### src/rtl/mc_ctrl_if.sv
// mc_ctrl_if: bundle between the multi-cycle control unit and the datapath/memory.
//   master : controller side (receives IR fields, ALU zero flag and mem_ack; drives
//            memory request, register write enables and datapath selects)
//   slave  : datapath/memory side (the mirror image)
// Signals
//   op, funct      IR[31:26] / IR[5:0]
//   zero           ALU zero flag
//   mem_ack        memory completed the current access this cycle
//   mem_req, iord, mem_wr              memory port control
//   ir_wr, pc_wr, pc_src               IR/PC load controls
//   reg_wr, reg_dst, mem2reg           register file write controls
//   alu_src_a, alu_src_b, ext, alu_ctrl ALU operand selects and operation
//   state, err                         debug state and sticky error code
interface mc_ctrl_if #(
   parameter int ALU_OP_W = 5
);
   logic [5:0]          op;
   logic [5:0]          funct;
   logic                zero;
   logic                mem_ack;
   logic                mem_req;
   logic                iord;
   logic                mem_wr;
   logic                ir_wr;
   logic                pc_wr;
   logic [1:0]          pc_src;
   logic                reg_wr;
   logic [1:0]          reg_dst;
   logic [1:0]          mem2reg;
   logic [1:0]          alu_src_a;
   logic [1:0]          alu_src_b;
   logic                ext;
   logic [ALU_OP_W-1:0] alu_ctrl;
   logic [2:0]          state;
   logic [1:0]          err;

   modport master (
      input  op, funct, zero, mem_ack,
      output mem_req, iord, mem_wr, ir_wr, pc_wr, pc_src, reg_wr, reg_dst, mem2reg,
             alu_src_a, alu_src_b, ext, alu_ctrl, state, err
   );

   modport slave (
      output op, funct, zero, mem_ack,
      input  mem_req, iord, mem_wr, ir_wr, pc_wr, pc_src, reg_wr, reg_dst, mem2reg,
             alu_src_a, alu_src_b, ext, alu_ctrl, state, err
   );
endinterface

### src/rtl/mc_ctrl.sv
// mc_ctrl: multi-cycle MIPS control unit. Sequences IF/ID/EX/MEM/WB (plus BR, JMP
// and a sticky ERR state) over a shared ALU and a single memory port with a
// mem_req/mem_ack handshake guarded by a watchdog.
// Ports
//   clk   rising-edge clock
//   rst   synchronous active-high reset; every output reads 0 while it is high
//   bus   mc_ctrl_if.master (IR fields, zero, mem_ack in; all controls out)
// Parameters
//   ALU_OP_W  alu_ctrl width (codes zero-extended)
//   MEM_TO    wait cycles tolerated on mem_ack before a timeout (1..255)
//   CNT_W     watchdog counter width
// Build option
//   MC_CTRL_JAL_EN  adds JAL (op 000011) and JR (R funct 001000); without it both
//                   encodings decode as illegal.
module mc_ctrl #(
   parameter int ALU_OP_W = 5,
   parameter int MEM_TO   = 15,
   parameter int CNT_W    = 8
) (
   input logic       clk,
   input logic       rst,
   mc_ctrl_if.master bus
);

   typedef enum logic [2:0] {
      ST_IF = 3'd0, ST_ID = 3'd1, ST_EX = 3'd2, ST_MEM = 3'd3,
      ST_WB = 3'd4, ST_BR = 3'd5, ST_JMP = 3'd6, ST_ERR = 3'd7
   } state_t;

   typedef enum logic [3:0] {
      C_R, C_IMM, C_LW, C_SW, C_BR, C_J, C_JAL, C_JR, C_ILL
   } cls_t;

   localparam logic [5:0] OP_RTYPE = 6'b000000;
   localparam logic [5:0] OP_J     = 6'b000010;
   localparam logic [5:0] OP_BEQ   = 6'b000100;
   localparam logic [5:0] OP_BNE   = 6'b000101;
   localparam logic [5:0] OP_ADDIU = 6'b001001;
   localparam logic [5:0] OP_SLTI  = 6'b001010;
   localparam logic [5:0] OP_SLTIU = 6'b001011;
   localparam logic [5:0] OP_ANDI  = 6'b001100;
   localparam logic [5:0] OP_ORI   = 6'b001101;
   localparam logic [5:0] OP_XORI  = 6'b001110;
   localparam logic [5:0] OP_LUI   = 6'b001111;
   localparam logic [5:0] OP_LW    = 6'b100011;
   localparam logic [5:0] OP_SW    = 6'b101011;
`ifdef MC_CTRL_JAL_EN
   localparam logic [5:0] OP_JAL   = 6'b000011;
   localparam logic [5:0] FN_JR    = 6'b001000;
`endif

   localparam logic [3:0] ALU_ADD = 4'd0, ALU_SUB = 4'd1, ALU_SLL = 4'd2, ALU_SRL = 4'd3;
   localparam logic [3:0] ALU_SLT = 4'd4, ALU_AND = 4'd5, ALU_OR = 4'd6, ALU_XOR = 4'd7;
   localparam logic [3:0] ALU_SLTU = 4'd8, ALU_SRA = 4'd9, ALU_NOR = 4'd10, ALU_BAD = 4'd15;

   // R-type funct to ALU code; anything not listed maps to ALU_BAD and is illegal
   function automatic logic [3:0] r_alu(input logic [5:0] f);
      logic [3:0] code;
      case (f)
         6'b100000, 6'b100001: code = ALU_ADD;
         6'b100010, 6'b100011: code = ALU_SUB;
         6'b000000:            code = ALU_SLL;
         6'b000010:            code = ALU_SRL;
         6'b000011:            code = ALU_SRA;
         6'b100100:            code = ALU_AND;
         6'b100101:            code = ALU_OR;
         6'b100110:            code = ALU_XOR;
         6'b100111:            code = ALU_NOR;
         6'b101010:            code = ALU_SLT;
         6'b101011:            code = ALU_SLTU;
         default:              code = ALU_BAD;
      endcase
      return code;
   endfunction

   // ALU code for immediate forms; LUI is an SLL of the immediate by 16
   function automatic logic [3:0] i_alu(input logic [5:0] o);
      logic [3:0] code;
      case (o)
         OP_SLTI:  code = ALU_SLT;
         OP_SLTIU: code = ALU_SLTU;
         OP_ANDI:  code = ALU_AND;
         OP_ORI:   code = ALU_OR;
         OP_XORI:  code = ALU_XOR;
         OP_LUI:   code = ALU_SLL;
         default:  code = ALU_ADD;
      endcase
      return code;
   endfunction

   // Instruction class; ADDI is deliberately absent so it decodes as illegal
   function automatic cls_t decode(input logic [5:0] o, input logic [5:0] f);
      cls_t c;
      c = C_ILL;
      case (o)
         OP_RTYPE: begin
            if (r_alu(f) != ALU_BAD) c = C_R;
`ifdef MC_CTRL_JAL_EN
            if (f == FN_JR) c = C_JR;
`endif
         end
         OP_ADDIU, OP_SLTI, OP_SLTIU, OP_ANDI, OP_ORI, OP_XORI, OP_LUI: c = C_IMM;
         OP_LW:          c = C_LW;
         OP_SW:          c = C_SW;
         OP_BEQ, OP_BNE: c = C_BR;
         OP_J:           c = C_J;
`ifdef MC_CTRL_JAL_EN
         OP_JAL:         c = C_JAL;
`endif
         default:        c = C_ILL;
      endcase
      return c;
   endfunction

   state_t           state_q, state_d;
   logic [CNT_W-1:0] cnt, cnt_d;
   logic [1:0]       err_q, err_d;
   logic [5:0]       op_q, funct_q;
   cls_t             cls_id, cls_q;

   logic             mem_req, iord, mem_wr, ir_wr, pc_wr, reg_wr, ext;
   logic [1:0]       pc_src, reg_dst, mem2reg, alu_src_a, alu_src_b, err_o;
   logic [3:0]       alu_code;
   logic [2:0]       state_o;

   assign cls_id = decode(bus.op, bus.funct);
   assign cls_q  = decode(op_q, funct_q);

   // State, watchdog and error registers; the IR fields are captured during ID
   always_ff @(posedge clk) begin
      if (rst) begin
         state_q <= ST_IF;
         cnt     <= '0;
         err_q   <= 2'b00;
         op_q    <= '0;
         funct_q <= '0;
      end else begin
         state_q <= state_d;
         cnt     <= cnt_d;
         err_q   <= err_d;
         if (state_q == ST_ID) begin
            op_q    <= bus.op;
            funct_q <= bus.funct;
         end
      end
   end

   // Next state; the counter only runs while a memory access waits, so it is
   // already zero on entry to IF/MEM, and an ack on the limit cycle still wins
   always_comb begin
      state_d = state_q;
      err_d   = err_q;
      cnt_d   = '0;
      case (state_q)
         ST_IF, ST_MEM: begin
            if (bus.mem_ack) begin
               if (state_q == ST_IF)    state_d = ST_ID;
               else if (cls_q == C_LW)  state_d = ST_WB;
               else                     state_d = ST_IF;
            end else if (cnt == CNT_W'(MEM_TO)) begin
               state_d = ST_ERR;
               err_d   = 2'b10;
            end else begin
               cnt_d = cnt + CNT_W'(1);
            end
         end
         ST_ID: begin
            case (cls_id)
               C_R, C_IMM, C_LW, C_SW: state_d = ST_EX;
               C_BR:                   state_d = ST_BR;
               C_J, C_JAL, C_JR:       state_d = ST_JMP;
               default: begin
                  state_d = ST_ERR;
                  err_d   = 2'b01;
               end
            endcase
         end
         ST_EX:                 state_d = (cls_q == C_LW || cls_q == C_SW) ? ST_MEM : ST_WB;
         ST_WB, ST_BR, ST_JMP:  state_d = ST_IF;
         default:               state_d = ST_ERR;
      endcase
   end

   // Outputs decoded from state and the latched IR; everything reads 0 during reset
   always_comb begin
      mem_req   = 1'b0;
      iord      = 1'b0;
      mem_wr    = 1'b0;
      ir_wr     = 1'b0;
      pc_wr     = 1'b0;
      pc_src    = 2'b00;
      reg_wr    = 1'b0;
      reg_dst   = 2'b00;
      mem2reg   = 2'b00;
      alu_src_a = 2'b00;
      alu_src_b = 2'b00;
      ext       = 1'b0;
      alu_code  = ALU_ADD;
      state_o   = 3'd0;
      err_o     = 2'b00;
      if (!rst) begin
         state_o = state_q;
         err_o   = err_q;
         case (state_q)
            ST_IF: begin
               mem_req   = 1'b1;
               alu_src_a = 2'b10;
               alu_src_b = 2'b01;
               if (bus.mem_ack) begin
                  ir_wr = 1'b1;
                  pc_wr = 1'b1;
               end
            end
            ST_ID: begin
               alu_src_a = 2'b10;
               alu_src_b = 2'b11;
               ext       = 1'b1;
            end
            ST_EX: begin
               if (cls_q == C_R) begin
                  alu_code  = r_alu(funct_q);
                  alu_src_a = (alu_code == ALU_SLL || alu_code == ALU_SRL || alu_code == ALU_SRA)
                              ? 2'b01 : 2'b00;
               end else begin
                  alu_code  = i_alu(op_q);
                  alu_src_a = (op_q == OP_LUI) ? 2'b01 : 2'b00;
                  alu_src_b = 2'b10;
                  ext       = (op_q == OP_ADDIU) || (op_q == OP_SLTI) ||
                              (cls_q == C_LW) || (cls_q == C_SW);
               end
            end
            ST_MEM: begin
               mem_req = 1'b1;
               iord    = 1'b1;
               mem_wr  = (cls_q == C_SW);
            end
            ST_WB: begin
               reg_wr  = 1'b1;
               reg_dst = (cls_q == C_R) ? 2'b01 : 2'b00;
               mem2reg = (cls_q == C_LW) ? 2'b01 : 2'b00;
            end
            ST_BR: begin
               alu_code = ALU_SUB;
               pc_wr    = bus.zero ^ (op_q == OP_BNE);
               pc_src   = 2'b01;
            end
            ST_JMP: begin
               pc_wr  = 1'b1;
               pc_src = 2'b10;
`ifdef MC_CTRL_JAL_EN
               if (cls_q == C_JR) pc_src = 2'b11;
               if (cls_q == C_JAL) begin
                  reg_wr  = 1'b1;
                  reg_dst = 2'b10;
                  mem2reg = 2'b10;
               end
`endif
            end
            default: ;
         endcase
      end
   end

   assign bus.mem_req   = mem_req;
   assign bus.iord      = iord;
   assign bus.mem_wr    = mem_wr;
   assign bus.ir_wr     = ir_wr;
   assign bus.pc_wr     = pc_wr;
   assign bus.pc_src    = pc_src;
   assign bus.reg_wr    = reg_wr;
   assign bus.reg_dst   = reg_dst;
   assign bus.mem2reg   = mem2reg;
   assign bus.alu_src_a = alu_src_a;
   assign bus.alu_src_b = alu_src_b;
   assign bus.ext       = ext;
   assign bus.alu_ctrl  = ALU_OP_W'(alu_code);
   assign bus.state     = state_o;
   assign bus.err       = err_o;

endmodule

### src/flat_wrapper.sv
// flat-port wrapper written by rule: the top's interface ports become plain ports
module mc_ctrl_flat 
#(
   parameter int ALU_OP_W = 5,
   parameter int MEM_TO   = 15,
   parameter int CNT_W    = 8
)
  (clk, rst, bus_op, bus_funct, bus_zero, bus_mem_ack, bus_mem_req, bus_iord, bus_mem_wr, bus_ir_wr, bus_pc_wr, bus_pc_src, bus_reg_wr, bus_reg_dst, bus_mem2reg, bus_alu_src_a, bus_alu_src_b, bus_ext, bus_alu_ctrl, bus_state, bus_err);
  mc_ctrl_if #(.ALU_OP_W(ALU_OP_W)) bus_i ();
  input logic clk;
  input logic rst;
  input wire logic [$bits(bus_i.op)-1:0] bus_op;
  input wire logic [$bits(bus_i.funct)-1:0] bus_funct;
  input wire logic [$bits(bus_i.zero)-1:0] bus_zero;
  input wire logic [$bits(bus_i.mem_ack)-1:0] bus_mem_ack;
  output wire logic [$bits(bus_i.mem_req)-1:0] bus_mem_req;
  output wire logic [$bits(bus_i.iord)-1:0] bus_iord;
  output wire logic [$bits(bus_i.mem_wr)-1:0] bus_mem_wr;
  output wire logic [$bits(bus_i.ir_wr)-1:0] bus_ir_wr;
  output wire logic [$bits(bus_i.pc_wr)-1:0] bus_pc_wr;
  output wire logic [$bits(bus_i.pc_src)-1:0] bus_pc_src;
  output wire logic [$bits(bus_i.reg_wr)-1:0] bus_reg_wr;
  output wire logic [$bits(bus_i.reg_dst)-1:0] bus_reg_dst;
  output wire logic [$bits(bus_i.mem2reg)-1:0] bus_mem2reg;
  output wire logic [$bits(bus_i.alu_src_a)-1:0] bus_alu_src_a;
  output wire logic [$bits(bus_i.alu_src_b)-1:0] bus_alu_src_b;
  output wire logic [$bits(bus_i.ext)-1:0] bus_ext;
  output wire logic [$bits(bus_i.alu_ctrl)-1:0] bus_alu_ctrl;
  output wire logic [$bits(bus_i.state)-1:0] bus_state;
  output wire logic [$bits(bus_i.err)-1:0] bus_err;
  assign bus_i.op = bus_op;
  assign bus_i.funct = bus_funct;
  assign bus_i.zero = bus_zero;
  assign bus_i.mem_ack = bus_mem_ack;
  assign bus_mem_req = bus_i.mem_req;
  assign bus_iord = bus_i.iord;
  assign bus_mem_wr = bus_i.mem_wr;
  assign bus_ir_wr = bus_i.ir_wr;
  assign bus_pc_wr = bus_i.pc_wr;
  assign bus_pc_src = bus_i.pc_src;
  assign bus_reg_wr = bus_i.reg_wr;
  assign bus_reg_dst = bus_i.reg_dst;
  assign bus_mem2reg = bus_i.mem2reg;
  assign bus_alu_src_a = bus_i.alu_src_a;
  assign bus_alu_src_b = bus_i.alu_src_b;
  assign bus_ext = bus_i.ext;
  assign bus_alu_ctrl = bus_i.alu_ctrl;
  assign bus_state = bus_i.state;
  assign bus_err = bus_i.err;
  mc_ctrl #(.ALU_OP_W(ALU_OP_W), .MEM_TO(MEM_TO), .CNT_W(CNT_W)) u_core (.clk(clk), .rst(rst), .bus(bus_i));
endmodule
### config.mk
export PLATFORM = sky130hd
export DESIGN_NAME = mc_ctrl_flat
export DESIGN_NICKNAME = d
export VERILOG_FILES = /design/src/rtl/mc_ctrl_if.sv /design/src/rtl/mc_ctrl.sv /design/src/flat_wrapper.sv
export SDC_FILE = /design/constraint.sdc
export NUM_CORES = 1
export LEC_CHECK = 0
export CORE_AREA = 4 4 67 69
export CTS_CLUSTER_DIAMETER = 50
export DETAILED_ROUTE_END_ITERATION = 6
export DIE_AREA = 0 0 71 73
export HOLD_SLACK_MARGIN = 0.03
export PLACE_DENSITY = 0.77
export SLEW_MARGIN = 10
export SYNTH_ARGS = -nofsm -noshare
export SYNTH_HDL_FRONTEND = slang
export SYNTH_SLANG_ARGS = --single-unit
export TNS_END_PERCENT = 10
### constraint.sdc
create_clock -name clk -period 2.43 [get_ports clk]
set_input_delay 0.486 -clock clk [delete_from_list [all_inputs] [get_ports clk]]
set_output_delay 0.486 -clock clk [all_outputs]
set_load 0.02 [all_outputs]
==> results.json <==
{
  "core_area_um2": 3914,
  "outcome": "finished, final reports clean",
  "reg2reg_slack_ns": 0.31,
  "combinationalPowerShare": 0.511,
  "cp.depth": 7,
  "yosysSeqAreaShare": 0.3093,
  "clock-sinks": 29,
  "drtIter0Drc": 155,
  "root_buffer": "clkbuf_8",
  "ys_types": 46,
  "synth_top_cell_area_share": 0.3093,
  "hpwl_mm": 3.699,
  "first_pass_iters": 5,
  "grtUsageTotal": 0.1927,
  "drc": 0,
  "die_area_um2": 5183,
  "yosysMostFrequentCell": "nand2_1",
  "endpoint": "bus_ext",
  "die_h_um": 73,
  "clk_latency_ns": 0.28,
  "crit_family": "simple AND/OR/NAND/NOR gates",
  "cts_buffers": 5,
  "crit_path_start": "u_core.op_q[0]",
  "grt_first_pass_wirelength_mm": 8.142,
  "path_clk_slew_ns": 0.06,
  "setup_viol": 0,
  "h-tree-depth": 2,
  "synthArstFlopShare": 0,
  "worstSetupPathType": "flop to output pin",
  "timing.final.crit_share": 0.9751,
  "cp_num_buf_inv": 2,
  "start_kind": "flop",
  "final_layout_size_suffix_gt1_frac": 0.1415,
  "cts_tree": "yes",
  "p_clk_frac": 0.173,
  "holdBufCountCts": 0,
  "finalHoldViolCount": 0,
  "critical_path_arrival_ns": 1.88,
  "post_cts_buffers": 0,
  "grt-ovfl-total": 0,
  "path_cells": "nor2_1 > nand4b_1 > buf_4 > a21oi_1 > nor3_2 > and2_1 > dlygate4sd2_1",
  "ctsLongestPathBuffers": 2,
  "synth_edf_count": 0,
  "antennaDiodeCount": 0,
  "antenna_found_initial": 0,
  "p_sw_mw": 0.8800,
  "postSynthCellCount": 252,
  "fin_skew_ns": 0.01040,
  "routabilityCongestion": 0.8584,
  "seq_power_share": 0.316,
  "fmax_mhz": 422.0,
  "whs_ns": 0.4530,
  "p_int_mw": 1.292,
  "min_path_cells": 1,
  "routed-via-count": 1949,
  "grt_pass1_vias": 1847,
  "die_w_um": 71,
  "slowest_stage": "dfxtp_1",
  "netSwitchingFraction": 0.4051,
  "ys_warn_count": 0,
  "slew_violations": 0,
  "reg2reg_from": "u_core.state_q[0]",
  "vdd_drop_max_v": 0.0004933,
  "syn-cell-area_um2": 1877,
  "yosys.area.top_type": "dfxtp_1",
  "finalSetupTns_ns": 0,
  "core.rowCount": 23,
  "grt_max_degree": 29,
  "crit_path_max_fanout": 5,
  "p_per_area_nw_per_um2": 852.4,
  "via_per_inst": 5.399,
  "power.leakage_nw": 1.117,
  "areaGrowthSynthToFinish_pct": 35.80,
  "cp.required_ns": 1.94,
  "final_core_util": 0.6512,
  "final_nets": 327,
  "hold_class": "flop to flop",
  "io_pins": 43,
  "max_stage_delay_ns": 0.35,
  "syn_area_per_cell_um2": 7.448,
  "fin_crit_ns": 2.370,
  "synth_ff_type": "dfxtp_1",
  "endpoint_kind": "output pin",
  "synth-seq-cells": 29,
  "fill_cells": 350,
  "drtAntennaViolNets": 0,
  "finalWirelength_mm": 4.849,
  "reg2regPathDepth": 6,
  "cap_violations": 0,
  "wl_per_cell_um": 13.43,
  "io_buffers": 39,
  "initial_core_util": 0.4795,
  "synth_common_cells": "nand2_1, dfxtp_1, nor2_1",
  "synth_area_leaders": "dfxtp_1, nand2_1, mux2i_1"
}
==> cell type report <==
cell class                 instances  area, µm²  area share
multi-input combinational        199       1202      0.4718
clock inverter                     2      10.01    0.003927
tap                               50      62.56     0.02455
timing repair buffer              66      586.8      0.2302
sequential                        29      580.6      0.2278
clock buffer                       6      72.57     0.02847
inverter                           9      33.78     0.01325
==> logic make-up after synthesis <==
kind of cell	Yosys count	synth area share
compound gates	56	0.1960
simple gates	121	0.3287
mux	9	0.04800
fa+ha+maj	1	0.006666
buf+inv	26	0.06733
other cells	1	0.001998
xor+xnor	9	0.04200
flops	29	0.3093
==> layer usage <==
metal  global-route usage  wire length, µm  up-vias
met2               0.3265             2369       60
met4              0.08351               74        0
met5                    0                0        -
met1               0.2416             2118      888
li1                     -                -      995
met3              0.03168              286        6
==> metrics by stage <==
step,area (µm²),total power [mW],worst slack [ns],cells
6_report,2549,2.173,0.06043,361
5_1_grt,2549,2.324,-0.04701,361
2_1_floorplan,1889,1.373,0.01971,254
4_1_cts,2531,2.174,0.006394,361
3_3_place_gp,2457,1.791,-0.4245,353
3_5_place_dp,2457,1.809,-0.4833,353
==> worst min path at each step <==
stage,start,endpoint,slack (ns)
2_1_floorplan,u_core.cnt[0],u_core.cnt[0],0.42
3_3_place_gp,u_core.cnt[0],u_core.cnt[0],0.43
3_5_place_dp,u_core.cnt[0],u_core.cnt[0],0.44
4_1_cts,u_core.cnt[0],u_core.cnt[0],0.46
5_1_grt,u_core.cnt[0],u_core.cnt[0],0.46
6_report,u_core.cnt[0],u_core.cnt[0],0.45
==> power groups by stage <==
stage               logic [mW]  clock network (mW)  registers [mW]
floorplan                0.716                   0           0.657
global placement          1.10                   0           0.688
detailed placement        1.12                   0           0.692
CTS                       1.11               0.384           0.682
global route              1.22               0.400           0.701
finish                    1.11               0.377           0.687
==> what timing repair did <==
item | in CTS | in global routing
gates resized for setup | 18 | 7
setup endpoints to repair | 23 | 8
pin swaps | 0 | 1
==> worst register-to-register path: stages (launching register included) <==
cell     delay (ns)
dfxtp_1        0.49
or3b_4         0.42
buf_4          0.19
or3_1          0.39
o22ai_1        0.27
o31ai_1        0.14
o21a_1         0.12
==> layout by cell type, fill, tap and decap left out, drive strengths merged, types with 4 or more instances in the layout <==
cell type      count
a21o               4
a21oi             17
and2               4
buf               28
clkbuf             6
clkdlybuf4s50     21
dfxtp             29
dlygate4sd2       12
dlymetal6s2s       4
inv                9
mux2i              9
nand2             33
nand2b            12
nand3              8
nand3b             4
nor2              24
nor2b             10
nor3               9
o211ai             5
o21a               5
o21ai              5
o22ai              5
xnor2              4
xor2               5
Note: power is estimated with default switching activity, not from simulation.
